`src/rtl/fifo_ptr_ctrl.sv`:
```
// FIFO pointer/flag controller: wrap-bit pointers, occupancy count, registered
// status flags computed from next-state values, and sticky overflow/underflow.
module fifo_ptr_ctrl #(
  parameter int ADDR_WIDTH = 10,
  parameter int AF_LEVEL   = (2**ADDR_WIDTH) - 4,
  parameter int AE_LEVEL   = 4
) (
  input  logic                  clk,
  input  logic                  rst_n,
  input  logic                  write_ena,
  input  logic                  read_ena,
  input  logic                  flush,
  input  logic                  clear_err,
  output logic [ADDR_WIDTH-1:0] write_addr,
  output logic [ADDR_WIDTH-1:0] read_addr,
  output logic                  write_accept,
  output logic                  read_accept,
  output logic                  full,
  output logic                  empty,
  output logic                  almost_full,
  output logic                  almost_empty,
  output logic [ADDR_WIDTH:0]   count,
  output logic                  overflow,
  output logic                  underflow
);

  localparam int PW = ADDR_WIDTH + 1;
  localparam logic [PW-1:0] AF_L = AF_LEVEL[PW-1:0];
  localparam logic [PW-1:0] AE_L = AE_LEVEL[PW-1:0];

  typedef struct packed {
    logic full;
    logic empty;
    logic almost_full;
    logic almost_empty;
  } status_t;

  logic [PW-1:0] wr_ptr, rd_ptr, wr_ptr_nxt, rd_ptr_nxt;
  logic [PW-1:0] count_nxt;
  status_t       stat_nxt;

  assign write_accept = write_ena & ~full;
  assign read_accept  = read_ena & ~empty;
  assign write_addr   = wr_ptr[ADDR_WIDTH-1:0];
  assign read_addr    = rd_ptr[ADDR_WIDTH-1:0];

  always_comb begin
    wr_ptr_nxt = wr_ptr;
    rd_ptr_nxt = rd_ptr;
    count_nxt  = count;
    if (flush) begin
      wr_ptr_nxt = '0;
      rd_ptr_nxt = '0;
      count_nxt  = '0;
    end else begin
      if (write_accept) wr_ptr_nxt = wr_ptr + 1'b1;
      if (read_accept)  rd_ptr_nxt = rd_ptr + 1'b1;
      // Simultaneous accept leaves occupancy unchanged.
      if (write_accept && !read_accept)      count_nxt = count + 1'b1;
      else if (read_accept && !write_accept) count_nxt = count - 1'b1;
    end
  end

  always_comb begin
    stat_nxt.empty        = (wr_ptr_nxt == rd_ptr_nxt);
    stat_nxt.full         = (wr_ptr_nxt[ADDR_WIDTH] != rd_ptr_nxt[ADDR_WIDTH]) &&
                            (wr_ptr_nxt[ADDR_WIDTH-1:0] == rd_ptr_nxt[ADDR_WIDTH-1:0]);
    stat_nxt.almost_full  = (count_nxt >= AF_L);
    stat_nxt.almost_empty = (count_nxt <= AE_L);
  end

  always_ff @(posedge clk or negedge rst_n) begin
    if (!rst_n) begin
      wr_ptr       <= '0;
      rd_ptr       <= '0;
      count        <= '0;
      full         <= 1'b0;
      empty        <= 1'b1;
      almost_full  <= 1'b0;
      almost_empty <= 1'b1;
    end else begin
      wr_ptr       <= wr_ptr_nxt;
      rd_ptr       <= rd_ptr_nxt;
      count        <= count_nxt;
      full         <= stat_nxt.full;
      empty        <= stat_nxt.empty;
      almost_full  <= stat_nxt.almost_full;
      almost_empty <= stat_nxt.almost_empty;
    end
  end

  // clear_err dominates any error event in the same cycle.
  always_ff @(posedge clk or negedge rst_n) begin
    if (!rst_n) begin
      overflow  <= 1'b0;
      underflow <= 1'b0;
    end else if (clear_err) begin
      overflow  <= 1'b0;
      underflow <= 1'b0;
    end else begin
      if (write_ena && full)  overflow  <= 1'b1;
      if (read_ena  && empty) underflow <= 1'b1;
    end
  end

endmodule
```
`config.mk`:
```
export PLATFORM = sky130hd
export DESIGN_NAME = fifo_ptr_ctrl
export DESIGN_NICKNAME = d
export VERILOG_FILES = /design/src/rtl/fifo_ptr_ctrl.sv
export SDC_FILE = /design/constraint.sdc
export NUM_CORES = 1
export LEC_CHECK = 0
export ABC_AREA = 1
export CAP_MARGIN = 15
export CORE_MARGIN = 4
export CORE_UTILIZATION = 55
export CTS_CLUSTER_SIZE = 40
export DETAILED_ROUTE_END_ITERATION = 12
export GPL_TIMING_DRIVEN = 1
export HOLD_SLACK_MARGIN = 0.08
export PLACE_DENSITY = 0.92
export SLEW_MARGIN = 20
export SYNTH_ARGS = -nofsm -noshare
export SYNTH_HDL_FRONTEND = slang
export SYNTH_SLANG_ARGS = --single-unit
```
`constraint.sdc`:
```
create_clock -name clk -period 2.1 [get_ports clk]
set_input_delay 0.315 -clock clk [delete_from_list [all_inputs] [get_ports clk]]
set_output_delay 0.315 -clock clk [all_outputs]
set_load 0.02 [all_outputs]
```
# ---- Word level (Yosys, flattened, before mapping)
# Cells that the tools add are included.
# W data, S select, Z words.
dict set report classes {
  add_sub_neg 4
  mul 0
  div 0
  magnitude_cmp 2
  n_eq_ne 3
  shift 0
  muxes 11
  n_bitwise 4
  n_reduce_logical 9
}
# cell count
set op_table {}
lappend op_table {{$mux W11} 7}
lappend op_table {{$add A11 B1 Y11 const B} 3}
lappend op_table {{$eq A11 B11 Y1} 1}
lappend op_table {{$ge A11 B10 Y1 const B} 1}
lappend op_table {{$le A11 B3 Y1 const B} 1}
lappend op_table {{$sub A11 B1 Y11 const B} 1}
lappend op_table {{$eq A10 B10 Y1} 1}
lappend op_table {{$logic_and A1 B1 Y1} 5}
lappend op_table {{$mux W1} 4}
lappend op_table {{$reduce_bool A2 Y1} 2}
lappend op_table {{$and A1 B1 Y1} 2}
lappend op_table {{$logic_not A1 Y1} 2}
lappend op_table {{$not A1 Y1} 2}
lappend op_table {{$ne A1 B1 Y1} 1}
dict set report word_totals {
  regBits 39
  latchBits 0
  ramBits 0
  mem_bits_ro 0
  input_bits 6
  output_inout_bits 39
  wordCells 42
  memories 0
}

# ---- Depth between registers and ports, before layout
# Gate-level depths: netlist of run 1.
dict set report logic_depth {
  word_depth 8
  depth_mapped 14
}

# ---- Worst setup path after synthesis of run 1
# Ideal clock, no wire load.
dict set report synth_timing {
  kind {register to register}
  startpoint {reg full}
  endpoint {reg almost_full}
  setup_time_ns 0.068
  t_arrival_ns 1.609
  required_ns 2.032
  slack_ns 0.424
  stages_incl_launch_ff 12
  n_path_buf 1
  synth_period_minus_slack_ns 1.676
  cell_sequence {dfrtp_1 -> inv_2 -> nand2_2 -> nor2_2 -> buf_6 -> nor2_1 -> o21a_1 -> nand3_1 -> nand3_1 -> nor2_1 -> nand3_1 -> nand2_1}
}
# element line
set synth_lines {}
lappend synth_lines {{start: declaration} 18} ;# output logic full,
lappend synth_lines {{start signal: assignment} 85} ;# full <= stat_nxt.full;
lappend synth_lines {{end signal: assignment} 87} ;# almost_full <= stat_nxt.almost_full;
lappend synth_lines {{end: declaration} 20} ;# output logic almost_full,

# ---- Final worst setup path of run 1
dict set report layout_timing {
  startpoint {reg empty}
  endpoint {out empty}
}
# element line
set layout_lines {}
lappend layout_lines {{start: declaration} 19} ;# output logic empty,
lappend layout_lines {{start signal: assignment} 86} ;# empty <= stat_nxt.empty;
# No word-level cell between the ends.

==> qor.csv, run 1 <==
stage,metric,value,unit
yosys,yosys.area.top_type,dfrtp_1,
placed_design,numPortBuffers,44,
setup_path,required,1.78,ns
timing,whs,0.483,ns
global_routing,grt_pass1_wl,12.7,mm
route,antenna_left,0,
setup_path,crit_path_start_kind,register,
pwr,power.leakage,1.89,nW
floorplan,dieArea,6540,sq um
cts,clk_latency,0.30,ns
pwr,clkPwrFrac,32.4,%
route,route.detailed.drc,0,
floorplan,die_y,80.9,microns
hold_path,hold_class,input port to register,
yosys,syn_area,2920,sq um
route,drtPass1Iterations,5,
yosys,synthMuxAreaShare,0,%
pwr,peakVddDrop,555,uV
setup_path,path_max_fanout,3,
finish,mostFrequentLayoutCells,"nand2_1 (147), inv_1 (70), nor2_1 (56), nand3_1 (56), clkdlybuf4s50_1 (40)",
timing,max_freq,0.509,GHz
yosys,synth_top_family_by_area,simple AND/OR/NAND/NOR gates,
timing,worstMarginPinSlew,0.512,ns
pwr,internal_power,1.56,mW
placed_design,globalplace.congestion,0.887,
timing,hold_violations,0,
floorplan,start_util,56.8,%
floorplan,core_area,5140,sq um
floorplan,io_pins,45,
global_routing,antenna_found_initial,0,
setup_path,reg2regPathDepth,13,
yosys,synthCells,460,
cts,cts-root-buf,clkbuf_8,
floorplan,dieWidth,80.9,microns
yosys,synthXorXnorAreaFrac,0.300,%
yosys,synthAdderAreaFrac,1.71,%
timing,slew_headroom,65.9,%
setup_path,cp.depth,2,
cts,clk_pin_slew,0.08,ns
cts,clockBufferDepth,2,
setup_path,rr_endpoint,full,
setup_path,crit_start,empty,
route,totalWireLength,7.80,mm
route,drt_iter0_markers,261,
finish,drive_above_1_share,11.1,%
global_routing,grt_pass1_vias,3015,
timing,finClkSkew,0.0130,ns
finish,synthToLayoutAreaGrowth,23.6,%
setup_path,critical-path-slowest-cell,clkdlybuf4s50_1,
run,maxCapViolCount,0,
setup_path,path_cells,buf_4 > clkdlybuf4s50_1,
setup_path,regToRegSetupSlack,0.17,ns
timing,finalCritPeriodShare,93.6,%
yosys,netlist.area_leader.share,31.7,%
route,viasPerCell,5.36,
cts,cts.sinks,39,
cts,cts_buffers,5,
finish,final_common_cell,nand2_1,
yosys,syn_nets,470,
setup_path,crit_end,empty,
timing,slew_violations,0,
pwr,p_seq_share,38.4,%
pwr,power_density,641,nW/um^2
status,status,completed,
yosys,yosysSeqAreaShare,33.5,%
yosys,ys_top_cells_by_area,"dfrtp_1 (32%), nand2_1 (19%), nand3_1 (9.6%)",
finish,nNetsFinal,522,
yosys,ys_warn_count,0,
global_routing,grt_max_degree,40,
setup_path,worst_ep_arrival_time,1.65,ns
setup_path,r2r-start,empty,
placed_design,place_hpwl,5.82,mm
pwr,switchingPower,0.748,mW
hold_path,worstHoldPathCells,3,
pwr,power,2.31,mW
global_routing,grt_overflow,0,
pwr,combPwrFrac,29.2,%
setup_path,crit_buf_inv,2,
finish,n_antenna_cell,0,
cts,cts_tree,built,
yosys,synthSimpleGateAreaFrac,44.9,%
route,wl_per_cell,13.4,microns
floorplan,rows,26,
global_routing,grt.total_usage,24.8,%
yosys,synth.avg_cell_area,6.35,sq um
timing,rsz0062_at_grt,no,
setup_path,crit_path_end_kind,primary output,
pwr,swShare,32.4,%
route,vias,3125,
timing,fin_crit,1.96,ns
setup_path,crit_type,register to primary output,
setup_path,path_delay_family,buffers and inverters,
yosys,ys_seq_elements,39,
yosys,synth_compound_area_share,3.73,%
setup_path,max_stage_delay,0.61,ns
yosys,synthDistinctLibCells,31,
cts,htreeDepth,2,
timing,setup_viol,0,
[cell families after synthesis]
| group | count (synthesis) |
|---|---|
| AND/OR/NAND/NOR | 296 |
| adder cells (fa/ha/maj) | 4 |
| buffers and inverters | 101 |
| flip-flops | 39 |
| AO/OA/AOI/OAI | 19 |
| XOR/XNOR | 1 |
[worst register-to-register path, stage by stage (launching register included)]
cell and delay (ns):
dfstp_2 0.58, inv_2 0.07, nand2_2 0.15, nand2_1 0.08, nand3_1 0.11, buf_4 0.12, nand2_1 0.05, nand2_1 0.08
nand2_1 0.07, nor2_1 0.11, nand2_1 0.06, nor2_1 0.10, nand2_1 0.08, nor3_1 0.18
[registers in the layout (all words and copies together) (netlist names)]
| register | count |
|---|---|
| wr_ptr | 11 |
| underflow | 1 |
| rd_ptr | 11 |
| full | 1 |
| almost_empty | 1 |
| empty | 1 |
| almost_full | 1 |
| overflow | 1 |
| count | 11 |
[per-layer routing]
| metal | global-route usage (%) | part of all wire, % | wire (microns) |
|---|---|---|---|
| met4 | 10.3 | 3.2 | 250 |
| met2 | 46.5 | 52 | 4040 |
| met1 | 27.2 | 38 | 3000 |
| met5 | 0 | 0 | 0 |
| met3 | 4.66 | 6.6 | 517 |
[worst min path at each step]
stage	startpoint	end
3_5_place_dp	rst_n	wr_ptr[4]
2_1_floorplan	rst_n	almost_full
3_3_place_gp	rst_n	wr_ptr[6]
6_report	read_ena	underflow
5_1_grt	read_ena	underflow
4_1_cts	overflow	overflow
[power groups by stage]
stage	Sequential (mW)	Combinational [mW]	Clock, mW
floorplan	0.949	0.344	0
global placement	0.906	0.627	0
detailed placement	0.906	0.651	0
CTS	0.894	0.656	0.757
global route	0.898	0.742	0.799
finish	0.887	0.675	0.749
[repair_timing]
item | 4_1_cts | 5_1_grt
cloned | 0 | 0
hold endpoints to repair | 10 | 0
hold buffers | 1 | 0
buffers inserted | 0 | 1
endpoints found under the setup margin | 1 | 4
resized for setup | 1 | 4
[synthesized netlist by cell type (all sizes together)]
master,count
buf,23
nor2,67
a21oi,5
nand4,12
xor2,1
nor3,5
nand2,150
nand3,58
ha,4
clkbuf,2
inv,75
o21ai,9
o21a,1
dfstp,2
dfrtp,37
nand3b,2
clkinv,1
o21bai,2
or2,2
a31oi,2
[cell type report]
class                      count  area (sq um)
clock buffer                   6          72.6
inverter                      76           285
multi-input combinational    320          1490
timing repair buffer          70           637
fill                         439          1530
clock inverter                 2          60.1
sequential                    39           978
tap                           70          87.6
[stage by stage]
| step | util [%] | area [sq um] | setup TNS (ns) | cells | setup slack, ns |
|---|---|---|---|---|---|
| 2_1_floorplan | - | 2920 | 0 | 460 | 0.424 |
| 3_3_place_gp | 67.0 | 3440 | -0.130 | 573 | -0.0789 |
| 3_5_place_dp | 67.0 | 3440 | -0.530 | 573 | -0.148 |
| 4_1_cts | 69.8 | 3590 | 0 | 582 | 0.0175 |
| 5_1_grt | 70.2 | 3610 | 0 | 583 | 0.00832 |
| 6_report | 70.2 | 3610 | 0 | 583 | 0.135 |
Note: power is estimated with default switching activity, not from simulation.
==> inputs of run 2 (changes only) <==
Settings changed: CTS_BUF_LIST from default to sky130_fd_sc_hd__clkbuf_4, DONT_BUFFER_PORTS from default to 1, PLACE_DENSITY 0.92 to 0.81.
==> qor.csv, run 2 (synthesis results as in run 1) <==
stage,metric,value,unit,change
cts,htreeDepth,2,,unchanged
global_routing,grt_overflow,0,,unchanged
finish,largest_registers,"count: 11 flops, rd_ptr: 11 flops, wr_ptr: 11 flops",,
setup_path,worst_ep_arrival_time,2.15,ns,+0.50 ns
cts,cts_tree,built,,
pwr,peakVddDrop,372,uV,-33%
setup_path,crit_type,register to register,,
cts,cts.sinks,39,,unchanged
finish,fin_cells,535,,-8.2%
cts,clockBufferDepth,2,,unchanged
cts,clk_latency,0.35,ns,+0.05 ns
route,drtPass1Iterations,5,,unchanged
route,totalWireLength,7.25,mm,-7.1%
route,vias,2849,,-8.8%
timing,slew_violations,0,,unchanged
global_routing,grt_max_degree,40,,unchanged
finish,fillers,495,,+13%
floorplan,io_pins,45,,unchanged
floorplan,dieArea,6540,sq um,unchanged
pwr,p_seq_share,51.5,%,+13 points
setup_path,crit_path_start_kind,register,,
floorplan,dieWidth,80.9,microns,unchanged
finish,drive_above_1_share,11.4,%,+0.29 points
finish,mostFrequentLayoutCells,"nand2_1 (147), inv_1 (70), nor2_1 (56), nand3_1 (56), dfrtp_1 (35)",,
setup_path,path_cells,inv_2 > nand2_2 > nand2_1 > nor2_2 > nand2_1 > clkinv_1 > nand3_2 > nand2_1 > nand2_1 > nand3_1 > nor2_1 > nand3_1 > nand2_1,,
setup_path,crit_path_frequent_cell,nand2_1,,
placed_design,pre_cts_ws,0.144,ns,+0.292 ns
timing,worstMarginPinSlew,0.545,ns,+0.0335 ns
route,drt_iter0_markers,205,,-21%
hold_path,hold_class,input port to register,,
pwr,combPwrFrac,26.5,%,-2.7 points
pwr,power_density,594,nW/um^2,-7.3%
floorplan,core_area,5140,sq um,unchanged
finish,design_area,3090,sq um,-14%
finish,nNetsFinal,474,,-9.2%
cts,cts_buffers,5,,unchanged
global_routing,grt_pass1_wl,11.9,mm,-6.4%
finish,multi_input_area,1480,sq um,-0.34%
cts,clk_pin_slew,0.12,ns,+0.04 ns
pwr,switchingPower,0.694,mW,-7.2%
run,maxCapViolCount,0,,unchanged
setup_path,required,2.34,ns,+0.56 ns
route,route.detailed.drc,0,,unchanged
global_routing,grt_pass1_vias,2590,,-14%
placed_design,globalplace.congestion,0.852,,-4.0%
status,status,completed,,
global_routing,grt.total_usage,23.4,%,-1.4 points
cts,cts-root-buf,clkbuf_4,,
finish,synthToLayoutAreaGrowth,5.92,%,
route,viasPerCell,5.33,,-0.65%
pwr,swShare,37.8,%,+5.4 points
setup_path,max_stage_delay,0.55,ns,-0.06 ns
timing,hold_violations,0,,unchanged
timing,rsz0062_at_grt,no,,
timing,setup_viol,0,,unchanged
placed_design,placedCellCount,519,,-9.4%
finish,final_common_cell,nand2_1,,
setup_path,crit_path_end_kind,register,,
pwr,clkPwrFrac,21.9,%,-11 points
floorplan,die_y,80.9,microns,unchanged
timing,whs,0.118,ns,-0.365 ns
pwr,power,1.84,mW,-21%
placed_design,placed_cell_area,2950,sq um,-14%
floorplan,rows,26,,unchanged
pwr,power.leakage,1.68,nW,-11%
route,wl_per_cell,13.6,microns,+1.3%
placed_design,numPortBuffers,0,,-100%
finish,final_util,60.2,%,-10 points
finish,n_antenna_cell,0,,unchanged
placed_design,place_hpwl,5.41,mm,-7.1%
global_routing,antenna_found_initial,1,,+1
timing,slew_headroom,63.5,%,-2.4 points
timing,finalCritPeriodShare,91.3,%,-2.3 points
setup_path,critical-path-slowest-cell,dfrtp_1,,
timing,finClkSkew,0.0140,ns,+0.000964 ns
timing,fin_crit,1.92,ns,-0.0486 ns
pwr,internal_power,1.14,mW,-27%
timing,finalSetupTns,0,ns,unchanged
timing,worst_slack,0.184,ns,+0.0486 ns
floorplan,start_util,56.8,%,unchanged
route,antenna_left,0,,unchanged
setup_path,path_max_fanout,5,,+2
finish,seqCellArea,981,sq um,+0.26%
timing,max_freq,0.522,GHz,+2.5%
## run 2: cell types whose count changed in the layout (fill, tap and decap cells not counted), sizes merged, moves of 2 or more
cell	previous run	this run
bufinv	2	0
clkdlybuf4s50	40	0
dlymetal6s2s	2	0
buf	26	19
dlygate4sd3	1	3
## run 2: layer usage
layer | vias to the layer above | GRT usage [%] | routed length, microns
met2 | 116 | 37.5 | 3340
li1 | 1423 | - | -
met4 | 2 | 8.11 | 143
met5 | - | 0 | 13
met1 | 1292 | 30.9 | 3140
met3 | 16 | 5.43 | 615
## run 2: layout make-up
cell class | count | area share [%]
multi-input cells | 320 | 48.0
flip-flops and latches | 39 | 31.7
inverters | 76 | 9.23
repair buffers | 22 | 6.39
well taps | 70 | 2.83
clock buffers | 7 | 1.70
clock inverters | 1 | 0.162
## run 2: critical path: cells and delay by family, from the launching register on
| kind | cells | cell delay (ns) |
|---|---|---|
| buffers and inverters | 2 | 0.19 |
| DFF | 1 | 0.55 |
| and+or+nand+nor | 11 | 1.07 |
## run 2: power by group through the flow
stage	logic, mW	clock network [mW]	registers, mW
floorplan	0.344	0	0.949
global placement	0.421	0	0.956
detailed placement	0.435	0	0.957
CTS	0.467	0.411	0.944
global route	0.562	0.449	0.955
finish	0.487	0.402	0.946
## run 2: timing repair
item | 4_1_cts | 5_1_grt
endpoints found under the setup margin | 0 | 2
buffers inserted | 0 | 4
endpoints found under the hold margin | 54 | 0
hold buffers | 4 | 0
gates resized for setup | 0 | 3
## run 2: final timing paths
kind / slack (ns) / cells after the start / end / start
max reg2reg: 0.18 / 13 / almost_full / full
min in group asynchronous: 0.41 / 2 / wr_ptr[7] / rst_n
max: 0.18 / 13 / almost_full / full
min reg2reg: 0.64 / 3 / wr_ptr[10] / wr_ptr[10]
max in group asynchronous: 1.42 / 2 / almost_empty / rst_n
min: 0.12 / 2 / overflow / write_ena
==> inputs of run 3 (changes only) <==
Settings changed: CORE_UTILIZATION 55 to 30, PLACE_DENSITY 0.81 to 0.55, SETUP_SLACK_MARGIN from default to 0.2.
==> qor.csv, run 3 (synthesis results as in run 1) <==
stage,metric,value,unit,change
timing,finalSetupTns,0,ns,unchanged
status,status,completed,,
floorplan,dieWidth,107,microns,+32%
finish,mostFrequentLayoutCells,"nand2_1 (139), inv_1 (67), nor2_1 (53)",,
floorplan,rows,35,,+35%
placed_design,pre_cts_ws,0.188,ns,+0.0440 ns
cts,clockBufferDepth,2,,unchanged
floorplan,dieArea,11400,sq um,+74%
global_routing,grt.total_usage,14.6,%,-8.8 points
hold_path,hold_class,input port to register,,
timing,slew_headroom,69.7,%,+6.1 points
timing,finClkSkew,0.00888,ns,-0.00509 ns
setup_path,crit_path_start_kind,register,,
placed_design,place_hpwl,6.20,mm,+15%
route,drt_iter0_markers,132,,-36%
cts,htreeDepth,2,,unchanged
timing,worstMarginPinSlew,0.453,ns,-0.0917 ns
setup_path,required,2.38,ns,+0.04 ns
finish,final_common_cell,nand2_1,,
route,wl_per_cell,13.7,microns,+1.4%
cts,cts_tree,built,,
timing,max_freq,0.543,GHz,+4.1%
global_routing,antenna_found_initial,0,,-1
timing,slew_violations,0,,unchanged
global_routing,grt_max_degree,40,,unchanged
floorplan,io_pins,45,,unchanged
floorplan,start_util,31.1,%,-26 points
cts,clk_latency,0.36,ns,about the same
setup_path,worst_ep_arrival_time,2.13,ns,-0.02 ns
cts,cts_buffers,5,,unchanged
placed_design,numPortBuffers,0,,unchanged
route,route.detailed.drc,0,,unchanged
cts,cts.sinks,39,,unchanged
floorplan,die_y,107,microns,+32%
cts,cts-root-buf,clkbuf_4,,
setup_path,crit_type,register to register,,
finish,n_antenna_cell,0,,unchanged
cts,clk_pin_slew,0.13,ns,about the same
finish,largest_registers,"count: 11 flops, rd_ptr: 11 flops, wr_ptr: 11 flops",,
finish,drive_above_1_share,20.5,%,+9.1 points
timing,whs,0.106,ns,-0.0119 ns
pwr,power,2.05,mW,+11%
route,totalWireLength,8.34,mm,+15%
pwr,power.leakage,1.76,nW,+4.9%
global_routing,grt_pass1_vias,2707,,+4.5%
pwr,peakVddDrop,389,uV,+4.5%
route,drtPass1Iterations,6,,+1
timing,fin_crit,1.84,ns,-0.0756 ns
setup_path,path_max_fanout,5,,unchanged
finish,synthToLayoutAreaGrowth,18.6,%,
finish,fillers,1034,,+110%
timing,hold_violations,0,,unchanged
timing,setup_viol,0,,unchanged
pwr,power_density,591,nW/um^2,-0.49%
finish,seqCellArea,991,sq um,+1.0%
route,antenna_left,0,,unchanged
finish,final_util,37.0,%,-23 points
route,vias,2884,,+1.2%
route,viasPerCell,4.75,,-11%
timing,finalCritPeriodShare,87.7,%,-3.6 points
placed_design,globalplace.congestion,0.783,,-8.1%
run,maxCapViolCount,0,,unchanged
timing,rsz0062_at_grt,yes,,
floorplan,core_area,9370,sq um,+82%
global_routing,grt_pass1_wl,13.3,mm,+12%
global_routing,grt_overflow,0,,unchanged
finish,multi_input_area,1650,sq um,+12%
finish,nNetsFinal,487,,+2.7%
setup_path,crit_path_end_kind,register,,
timing,worst_slack,0.259,ns,+0.0756 ns
-- run 3: changes by cell type in the layout (fill, tap and decap cells not counted), sizes merged --
cell,delta
dlygate4sd3,+2
clkbuf,-1
inv,+1
nor2,+2
bufinv,+1
buf,+8
-- run 3: layout make-up --
cell class | count | share of cell area [%]
clock buffer | 5 | 1.08
clock inverter | 3 | 1.12
inverter | 76 | 8.31
multi-input combinational | 322 | 47.8
sequential | 39 | 28.6
tap | 129 | 4.66
timing repair buffer | 33 | 8.45
-- run 3: per-stage QoR --
step / area (sq um) / cells
floorplan: 2920 / 460
global placement: 3040 / 582
detailed placement: 3040 / 582
CTS: 3190 / 596
global route: 3460 / 607
finish: 3460 / 607
-- run 3: layer usage --
metal	wire (microns)	up-vias	track usage, %
met1	3530	1346	18.0
met2	4170	74	25.3
met4	113	0	3.56
met5	0	-	0
li1	-	1451	-
met3	525	13	3.61
-- run 3: worst paths after layout --
kind,end,slack [ns],from,cells past startpoint
hold / removal,underflow,0.11,read_ena,2
setup / recovery,empty,0.26,full,11
min in group asynchronous,wr_ptr[8],0.41,rst_n,2
hold reg to reg,underflow,0.66,underflow,2
setup reg to reg,empty,0.26,full,11
max in group asynchronous,almost_empty,1.42,rst_n,2
-- run 3: timing repair --
action                     CTS  global route
buffers inserted             0             8
setup endpoints to repair    3             6
gates resized for setup      3            51
pin swaps                    0            18
cloned                       0             3
hold buffers                 6             0
hold endpoints to repair    54             0
-- run 3: power breakdown --
part / internal, mW / switching [mW] / total (mW)
Clock: 0.245 / 0.277 / 0.522
Combinational: 0.212 / 0.368 / 0.580
Sequential: 0.817 / 0.127 / 0.944
-- run 3: critical path, cell delays in order (launching register included) --
cell and delay, ns:
dfrtp_2 0.52, inv_4 0.12, nand3_4 0.10, nor2_4 0.19
nand3_2 0.08, nand2_2 0.09, inv_2 0.04, nor2_4 0.07
nand2_1 0.05, nand2_1 0.06, nand4_1 0.18, nor3_4 0.25
